$ cat config.mk
export PLATFORM = sky130hd
export DESIGN_NAME = rvecc_decode_pipe
export DESIGN_NICKNAME = d
export VERILOG_FILES = /design/src/rtl/rvecc_decode_pipe.sv
export SDC_FILE = /design/constraint.sdc
export NUM_CORES = 1
export LEC_CHECK = 0
export ABC_AREA = 1
export ABC_CLOCK_PERIOD_IN_PS = 3700
export CAP_MARGIN = 10
export CORE_MARGIN = 3
export CORE_UTILIZATION = 30
export CTS_CLUSTER_DIAMETER = 60
export CTS_CLUSTER_SIZE = 8
export DETAILED_ROUTE_END_ITERATION = 10
export DONT_BUFFER_PORTS = 1
export SLEW_MARGIN = 20
export SYNTH_ARGS = -nofsm -noshare
export SYNTH_HDL_FRONTEND = slang
export SYNTH_SLANG_ARGS = --single-unit
$ cat constraint.sdc
create_clock -name clk -period 3.7 [get_ports clk]
set_input_delay 0.37 -clock clk [delete_from_list [all_inputs] [get_ports clk]]
set_output_delay 0.37 -clock clk [all_outputs]
set_load 0.05 [all_outputs]
$ cat src/rtl/rvecc_decode_pipe.sv
// Two-stage SECDED (39,32) decode pipeline with valid/ready handshake,
// saturating error counters and first-error capture.
module rvecc_decode_pipe #(
    parameter int CNT_W = 16
) (
    input  logic             clk,
    input  logic             rst,
    input  logic             in_valid,
    output logic             in_ready,
    input  logic [31:0]      din,
    input  logic [6:0]       ecc_in,
    output logic             out_valid,
    input  logic             out_ready,
    output logic [31:0]      dout,
    output logic             single_err,
    output logic             double_err,
    output logic [6:0]       syndrome,
    input  logic             clr_stats,
    output logic [CNT_W-1:0] sb_cnt,
    output logic [CNT_W-1:0] db_cnt,
    output logic             err_sticky,
    output logic [6:0]       cap_syndrome,
    output logic [31:0]      cap_data
);

    // Codeword position of data bit j: j-th non-power-of-two position from 3.
    function automatic logic [5:0] data_pos(input int j);
        logic [5:0] pos;
        int         n;
        pos = '0;
        n   = 0;
        for (int p = 3; p < 39; p++) begin
            if ((p & (p - 1)) != 0) begin
                if (n == j) pos = 6'(p);
                n++;
            end
        end
        return pos;
    endfunction

    function automatic logic [5:0] calc_ecc(input logic [31:0] d);
        logic [5:0] e;
        e = '0;
        for (int j = 0; j < 32; j++) begin
            if (d[j]) e = e ^ data_pos(j);
        end
        return e;
    endfunction

    // Check-bit and out-of-range syndromes match no data position, so they flip nothing.
    function automatic logic [31:0] flip_mask(input logic [5:0] s);
        logic [31:0] m;
        m = '0;
        for (int j = 0; j < 32; j++) begin
            m[j] = (data_pos(j) == s);
        end
        return m;
    endfunction

    function automatic logic [CNT_W-1:0] sat_inc(input logic [CNT_W-1:0] c);
        return (&c) ? c : c + 1'b1;
    endfunction

    logic             r_vld_p1;
    logic [31:0]      r_din_p1;
    logic [5:0]       r_syn_p1;
    logic             r_par_p1;

    logic             r_vld_p2;
    logic [31:0]      r_dout_p2;
    logic             r_se_p2;
    logic             r_de_p2;
    logic [6:0]       r_syn_p2;

    logic [CNT_W-1:0] r_sb_cnt;
    logic [CNT_W-1:0] r_db_cnt;
    logic             r_sticky;
    logic [6:0]       r_cap_syn;
    logic [31:0]      r_cap_data;

    logic             w_adv1;
    logic             w_adv2;
    logic             w_single;
    logic             w_double;
    logic [31:0]      w_corr;
    logic             w_load;

    assign w_adv2   = ~r_vld_p2 | out_ready;
    assign w_adv1   = ~r_vld_p1 | w_adv2;
    assign in_ready = w_adv1;
    assign w_load   = w_adv2 & r_vld_p1;

    always_comb begin
        w_single = r_par_p1 && (r_syn_p1 < 6'd39);
        w_double = (r_par_p1 && (r_syn_p1 >= 6'd39)) || (!r_par_p1 && (r_syn_p1 != 6'd0));
        w_corr   = r_din_p1 ^ (w_single ? flip_mask(r_syn_p1) : 32'd0);
    end

    // Stage 1: register raw word, Hamming syndrome and overall parity
    always_ff @(posedge clk) begin
        if (rst) begin
            r_vld_p1 <= 1'b0;
            r_din_p1 <= '0;
            r_syn_p1 <= '0;
            r_par_p1 <= 1'b0;
        end else if (w_adv1) begin
            r_vld_p1 <= in_valid;
            if (in_valid) begin
                r_din_p1 <= din;
                r_syn_p1 <= calc_ecc(din) ^ ecc_in[5:0];
                r_par_p1 <= ^{din, ecc_in};
            end
        end
    end

    // Stage 2: corrected data and classification flags
    always_ff @(posedge clk) begin
        if (rst) begin
            r_vld_p2  <= 1'b0;
            r_dout_p2 <= '0;
            r_se_p2   <= 1'b0;
            r_de_p2   <= 1'b0;
            r_syn_p2  <= '0;
        end else if (w_adv2) begin
            r_vld_p2 <= r_vld_p1;
            if (r_vld_p1) begin
                r_dout_p2 <= w_corr;
                r_se_p2   <= w_single;
                r_de_p2   <= w_double;
                r_syn_p2  <= {r_par_p1, r_syn_p1};
            end
        end
    end

    // Statistics: events recorded as a transaction enters stage 2; clear wins
    always_ff @(posedge clk) begin
        if (rst || clr_stats) begin
            r_sb_cnt   <= '0;
            r_db_cnt   <= '0;
            r_sticky   <= 1'b0;
            r_cap_syn  <= '0;
            r_cap_data <= '0;
        end else if (w_load) begin
            if (w_single) r_sb_cnt <= sat_inc(r_sb_cnt);
            if (w_double) r_db_cnt <= sat_inc(r_db_cnt);
            if ((w_single || w_double) && !r_sticky) begin
                r_sticky   <= 1'b1;
                r_cap_syn  <= {r_par_p1, r_syn_p1};
                r_cap_data <= r_din_p1;
            end
        end
    end

    assign out_valid    = r_vld_p2;
    assign dout         = r_dout_p2;
    assign single_err   = r_se_p2;
    assign double_err   = r_de_p2;
    assign syndrome     = r_syn_p2;
    assign sb_cnt       = r_sb_cnt;
    assign db_cnt       = r_db_cnt;
    assign err_sticky   = r_sticky;
    assign cap_syndrome = r_cap_syn;
    assign cap_data     = r_cap_data;

endmodule

== Word level (Yosys, flattened, before mapping) ==
Index checks and enable logic that the tools add are counted.
W data, S select, Z words.

* Add/subtract/negate cells: 962
* Eq/ne operators: 993
* Order comparisons: 2
* Mux-type cells: 5,213
* Reductions and logical operators: 49
* Bitwise operators: 40

{| class="wikitable"
|+ Operator list
! cell !! count
|-
| $mux W32 || 3,969
|-
| $add A32 B2 Y32 const B || 960
|-
| $eq A32 B6 Y1 const B || 496
|-
| $eq A32 B5 Y1 const B || 248
|-
| $mux W6 || 1,198
|-
| $eq A32 B4 Y1 const B || 124
|-
| $eq A32 B3 Y1 const B || 62
|-
| $eq A32 B2 Y1 const B || 31
|-
| $logic_not A32 Y1 || 31
|-
| $xor A6 B6 Y6 || 32
|-
| $mux W3 || 39
|-
| $eq A5 B6 Y1 const A || 15
|-
| $eq A4 B6 Y1 const A || 7
|-
| $reduce_xor A39 Y1 || 1
|-
| $eq A6 B6 Y1 const A || 6
|-
| $add A16 B1 Y16 const B || 2
|-
| $reduce_and A16 Y1 || 2
|-
| $xor A32 B32 Y32 || 1
|-
| $mux W4 || 7
|-
| $eq A3 B6 Y1 const A || 3
|-
| $eq A2 B6 Y1 const A || 1
|-
| $ge A6 B6 Y1 const B || 1
|-
| $lt A6 B6 Y1 const B || 1
|-
| $reduce_and A2 Y1 || 3
|-
| other kinds (8) || 19
|}

* Bits in registers: 154
* Logic and storage cells: 7,273
* Input port bits: 44

== Longest topological paths before layout ==
* Word-level depth: 317
* Depth in mapped cells: 16

== Worst setup path before layout ==
Ideal clock, no wire load.

* Kind: reg2reg
* From: register r_vld_p2, in the netlist out_valid
* To: register r_syn_p1[4]
* Buffers on the path: 2
* Period minus slack after synthesis: 2.240 ns
* Data required time: 3.591 ns
* Setup slack: 1.460 ns
* Cell stages (with the launch flop): 8
* Setup time: 0.109 ns
* Arrival: 2.131 ns
* Path through: dfxtp_1 -> nand3_1 -> nand2_1 -> clkbuf_1 -> clkbuf_1 -> a21oi_1 -> nand2_1 -> inv_1

* Cells in the longest elaborated chain, start to end: 4

{| class="wikitable"
|+ RTL lines
! what !! line !! source
|-
| start, declared || 69 || <nowiki>logic r_vld_p2;</nowiki>
|-
| start signal, assigned || 125 || <nowiki>r_vld_p2 <= r_vld_p1;</nowiki>
|-
| $not A1 Y1 || -- ||
|-
| $or A1 B1 Y1 (2 in series) || -- ||
|-
| named net in_ready || 9 || <nowiki>output logic in_ready,</nowiki>
|-
| $reduce_and A2 Y1 (no source line) || -- ||
|-
| end signal, assigned || 110 || <nowiki>r_syn_p1 <= calc_ecc(din) ^ ecc_in[5:0];</nowiki>
|-
| end, declared || 66 || <nowiki>logic [5:0] r_syn_p1;</nowiki>
|}

The timed path passes the listed nets, and every way through them passes these cells.
A chain may end at the register's enable or synchronous reset.

== Final worst setup path ==
* From: register r_sb_cnt[0], in the netlist sb_cnt[0]
* To: register r_sb_cnt[15], in the netlist sb_cnt[15]

* Cells in the longest elaborated chain, start to end: 3
* Elaborated cells between the ends (all ways): 4
* Those cells by class: add/sub: 1; bitwise: 1; reduce/logical: 2

{| class="wikitable"
|+ RTL lines
! what !! line !! source
|-
| start, declared || 75 || <nowiki>logic [CNT_W-1:0] r_sb_cnt;</nowiki>
|-
| start signal, assigned || 144 || <nowiki>if (w_single) r_sb_cnt <= sat_inc(r_sb_cnt);</nowiki>
|-
| parallel branches: the longest is 3 deep, another holds $add A16 B1 Y16 || -- ||
|}

Parallel ways; which one is timed is not known.

==> out/qor.txt <==
initial antenna violation count = 0
num rows = 58
total I/O pin count = 159
Die Width = 168 um
Clock Skew = 0.00857 ns
crit-path max cell delay = 0.73 ns
via count = 7079
Syn. warnings = 0
# clock sinks = 154
CP Depth = 12
Tmin final = 2.40 ns
critical path arrival = 2.77 ns
GRT Total Usage = 0.169
Top Metal Used = met4
CTS clk-pin slew, worst paths = 0.06 ns
number of port buffers = 0
worst reg2reg startpoint = sb_cnt[0]$_SDFFE_PP0P_
Max-slew headroom = 0.525
DP HPWL = 18.8 mm
met2 wire len = 10.4 mm
Final Max Slew Viols = 0
top post-synthesis cells by count = nand2_1 (234), inv_1 (156), dfxtp_1 (154)
sequential share of the synthesized area = 0.389
register bit total from synthesis = 154
CTS tree = done
reg-to-reg slack, setup = 1.30 ns
ordered cell list for the critical path = ha_1 -> inv_1 -> nor3_1 -> nand2_1 -> nor2_1 -> nand2_1 -> nand2_2 -> nor2_1 -> nand3_1 -> nand2_1 -> o21ai_1 -> o21a_1
vias per inst = 4.78
layout cells sized above 1 = 0.0609
Hold Crit Class = in -> reg
Post-Route WL = 24.3 mm
top-area cell type share of the netlist area = 0.389
gr ovfl total = 0
largest net degree at the start of global routing = 71
maximum VDD drop = 0.000342 V
met3 WL = 2.73 mm
highest clock rate = 416 MHz
Post-Synthesis Cells = 1160
M1 WL = 10.8 mm
Syn Area/Cell = 6.82 um2
die height = 168 um
clock buffer depth = 2
part of the cycle the worst path needs = 0.649
max_cap viols = 0
synth unique cells = 42
fillers = 2739
setup_tns = 0 ns
Die ar. = 28400 um2
Area Overhead vs Synth = 10.7%
post-synth net total = 1206
area of the multi-input gates = 4010 um2
diodes inserted = 0
drt pass-1 iters = 5
Worst setup EP type = flip-flop
slowest CP cell = dfxtp_1
Reg area = 3080 um2
CP Launch Point = sb_cnt[0]$_SDFFE_PP0P_
CP Class = reg -> reg
critical path's top delay family = simple AND/OR/NAND/NOR gates
total CTS buffers = 17
Post-Syn Area = 7920 um2
status = finished clean
FF-to-FF path depth = 12
Antenna Nets Post-Route = 0
ys async rst share = 0
reg-to-reg endpoint = sb_cnt[15]$_SDFFE_PP0P_
CTS Root Cell = clkbuf_16
Core Area = 25500 um2
P per Cell Area = 491 nW/um2
leakage power total = 0.00380 uW
crit path max fanout = 8
H-tree depth = 4
Skew-Pair Late Insertion Delay = 0.43 ns
final setup fails = 0
initial core utilization = 0.310
Main synth FF type = dfxtp_1
startpoint types = flip-flop
Final nets = 1183
RSZ-0062 raised after global routing = false
Final Hold Viols = 0
most frequent CP cell = nand2_1
worst path required time = 4.07 ns
Bufs and invs on worst path = 1
vias in the first global route = 6478
crit path capture = sb_cnt[15]$_SDFFE_PP0P_
Post-synth EDFFs = 0
Residual DRC = 0
first-pass GRT wire length = 37.2 mm
routability-driven placement congestion ratio = 0.907
count leader, synth = nand2_1
dominant cells by area after synthesis = dfxtp_1 (39%), nand2_1 (11%), inv_1 (7.4%)
initial drt markers = 542
Synth area leader = dfxtp_1
DR WL/cell = 16.4 um
worst hold slack = 0.103 ns
worst slew pin tran = 0.712 ns
-- repair_timing --
action                     CTS  global route
hold buffers                 1             0
setup endpoints to repair    0             0
buffers inserted             0             0
hold endpoints to repair     4             0
resized for setup            0             0
-- placed cells by master (no fill, tap or decap), types with 3 or more instances in the layout --
cell type,synthesis,final
nor2_4,1,3
o21ai_1,5,5
and3_1,3,3
nand2_2,6,6
inv_8,0,3
xor2_1,36,36
o211ai_1,9,9
inv_1,156,156
nor3_1,18,18
buf_4,0,9
inv_2,4,4
a21oi_1,94,94
nand3b_1,3,3
o21ai_0,116,116
nand4_1,6,6
o221ai_1,15,15
nand2_1,234,234
or2_2,4,4
dfxtp_1,154,154
inv_6,0,3
nand3_1,56,56
clkinv_4,0,4
clkbuf_16,0,17
xnor2_1,38,38
clkinv_2,1,4
nor2_1,120,119
-- registers in the layout (all words and copies together), names as in the netlist, 6 cells and up --
name	cells
r_syn_p1	6
db_cnt	16
cap_syndrome	7
syndrome	7
r_din_p1	32
cap_data	32
sb_cnt	16
dout	32
-- cell type report --
cell class	count	share of cell area
well taps	330	0.0471
repair buffers	10	0.00885
clock inverters	13	0.0126
flip-flops and latches	154	0.352
clock buffers	19	0.0506
multi-input cells	789	0.458
inverters	165	0.0714
-- worst min-delay path, cell delays in order --
cell,delay (ns)
a21oi_1,0.02
nand2_1,0.05
inv_1,0.03
-- how the worst min path moves through the flow --
| stage | start | to | depth (start not counted) |
|---|---|---|---|
| 3_5_place_dp | rst | single_err$_SDFFE_PP0P_ | 1 |
| 3_3_place_gp | rst | single_err$_SDFFE_PP0P_ | 1 |
| 6_report | rst | r_syn_p1[2]$_SDFFE_PP0P_ | 3 |
| 2_1_floorplan | r_din_p1[27]$_SDFFE_PP0P_ | cap_data[27]$_SDFFE_PP0P_ | 2 |
| 4_1_cts | rst | r_syn_p1[2]$_SDFFE_PP0P_ | 3 |
| 5_1_grt | rst | r_syn_p1[4]$_SDFFE_PP0P_ | 3 |
-- where the power goes --
group / internal [uW] / leakage [uW] / switching, uW
registers: 1750 / 0.00126 / 278
clock network: 895 / 0.000278 / 735
logic: 221 / 0.00226 / 422
-- per-layer routing --
layer  vias up  GRT usage
met3        26     0.0730
met2       235      0.253
met1      3138      0.222
met5         -          0
li1       3680          -
met4         0     0.0487
-- through the flow --
stage          instances  total power, uW  setup WS [ns]   util  instance area [um2]
3_5_place_dp        1447             2700           1.33  0.321                 8200
3_3_place_gp        1447             2690           1.39  0.321                 8200
6_report            1480             4300           1.30  0.343                 8760
5_1_grt             1480             4510           1.08  0.343                 8760
4_1_cts             1480             4330           1.33  0.343                 8760
2_1_floorplan       1160             2540           1.46      -                 7920
-- cells by family (layout without fill, tap and decap cells) --
family / count (synthesis) / in the layout / share of synthesized area
AO/OA/AOI/OAI: 247 / 247 / 0.169
XOR/XNOR: 74 / 74 / 0.0819
adder cells (fa/ha/maj): 2 / 2 / 0.00316
buffers and inverters: 217 / 207 / 0.106
flip-flops: 154 / 154 / 0.389
AND/OR/NAND/NOR: 466 / 466 / 0.251
Note: power is estimated with default switching activity, not from simulation.
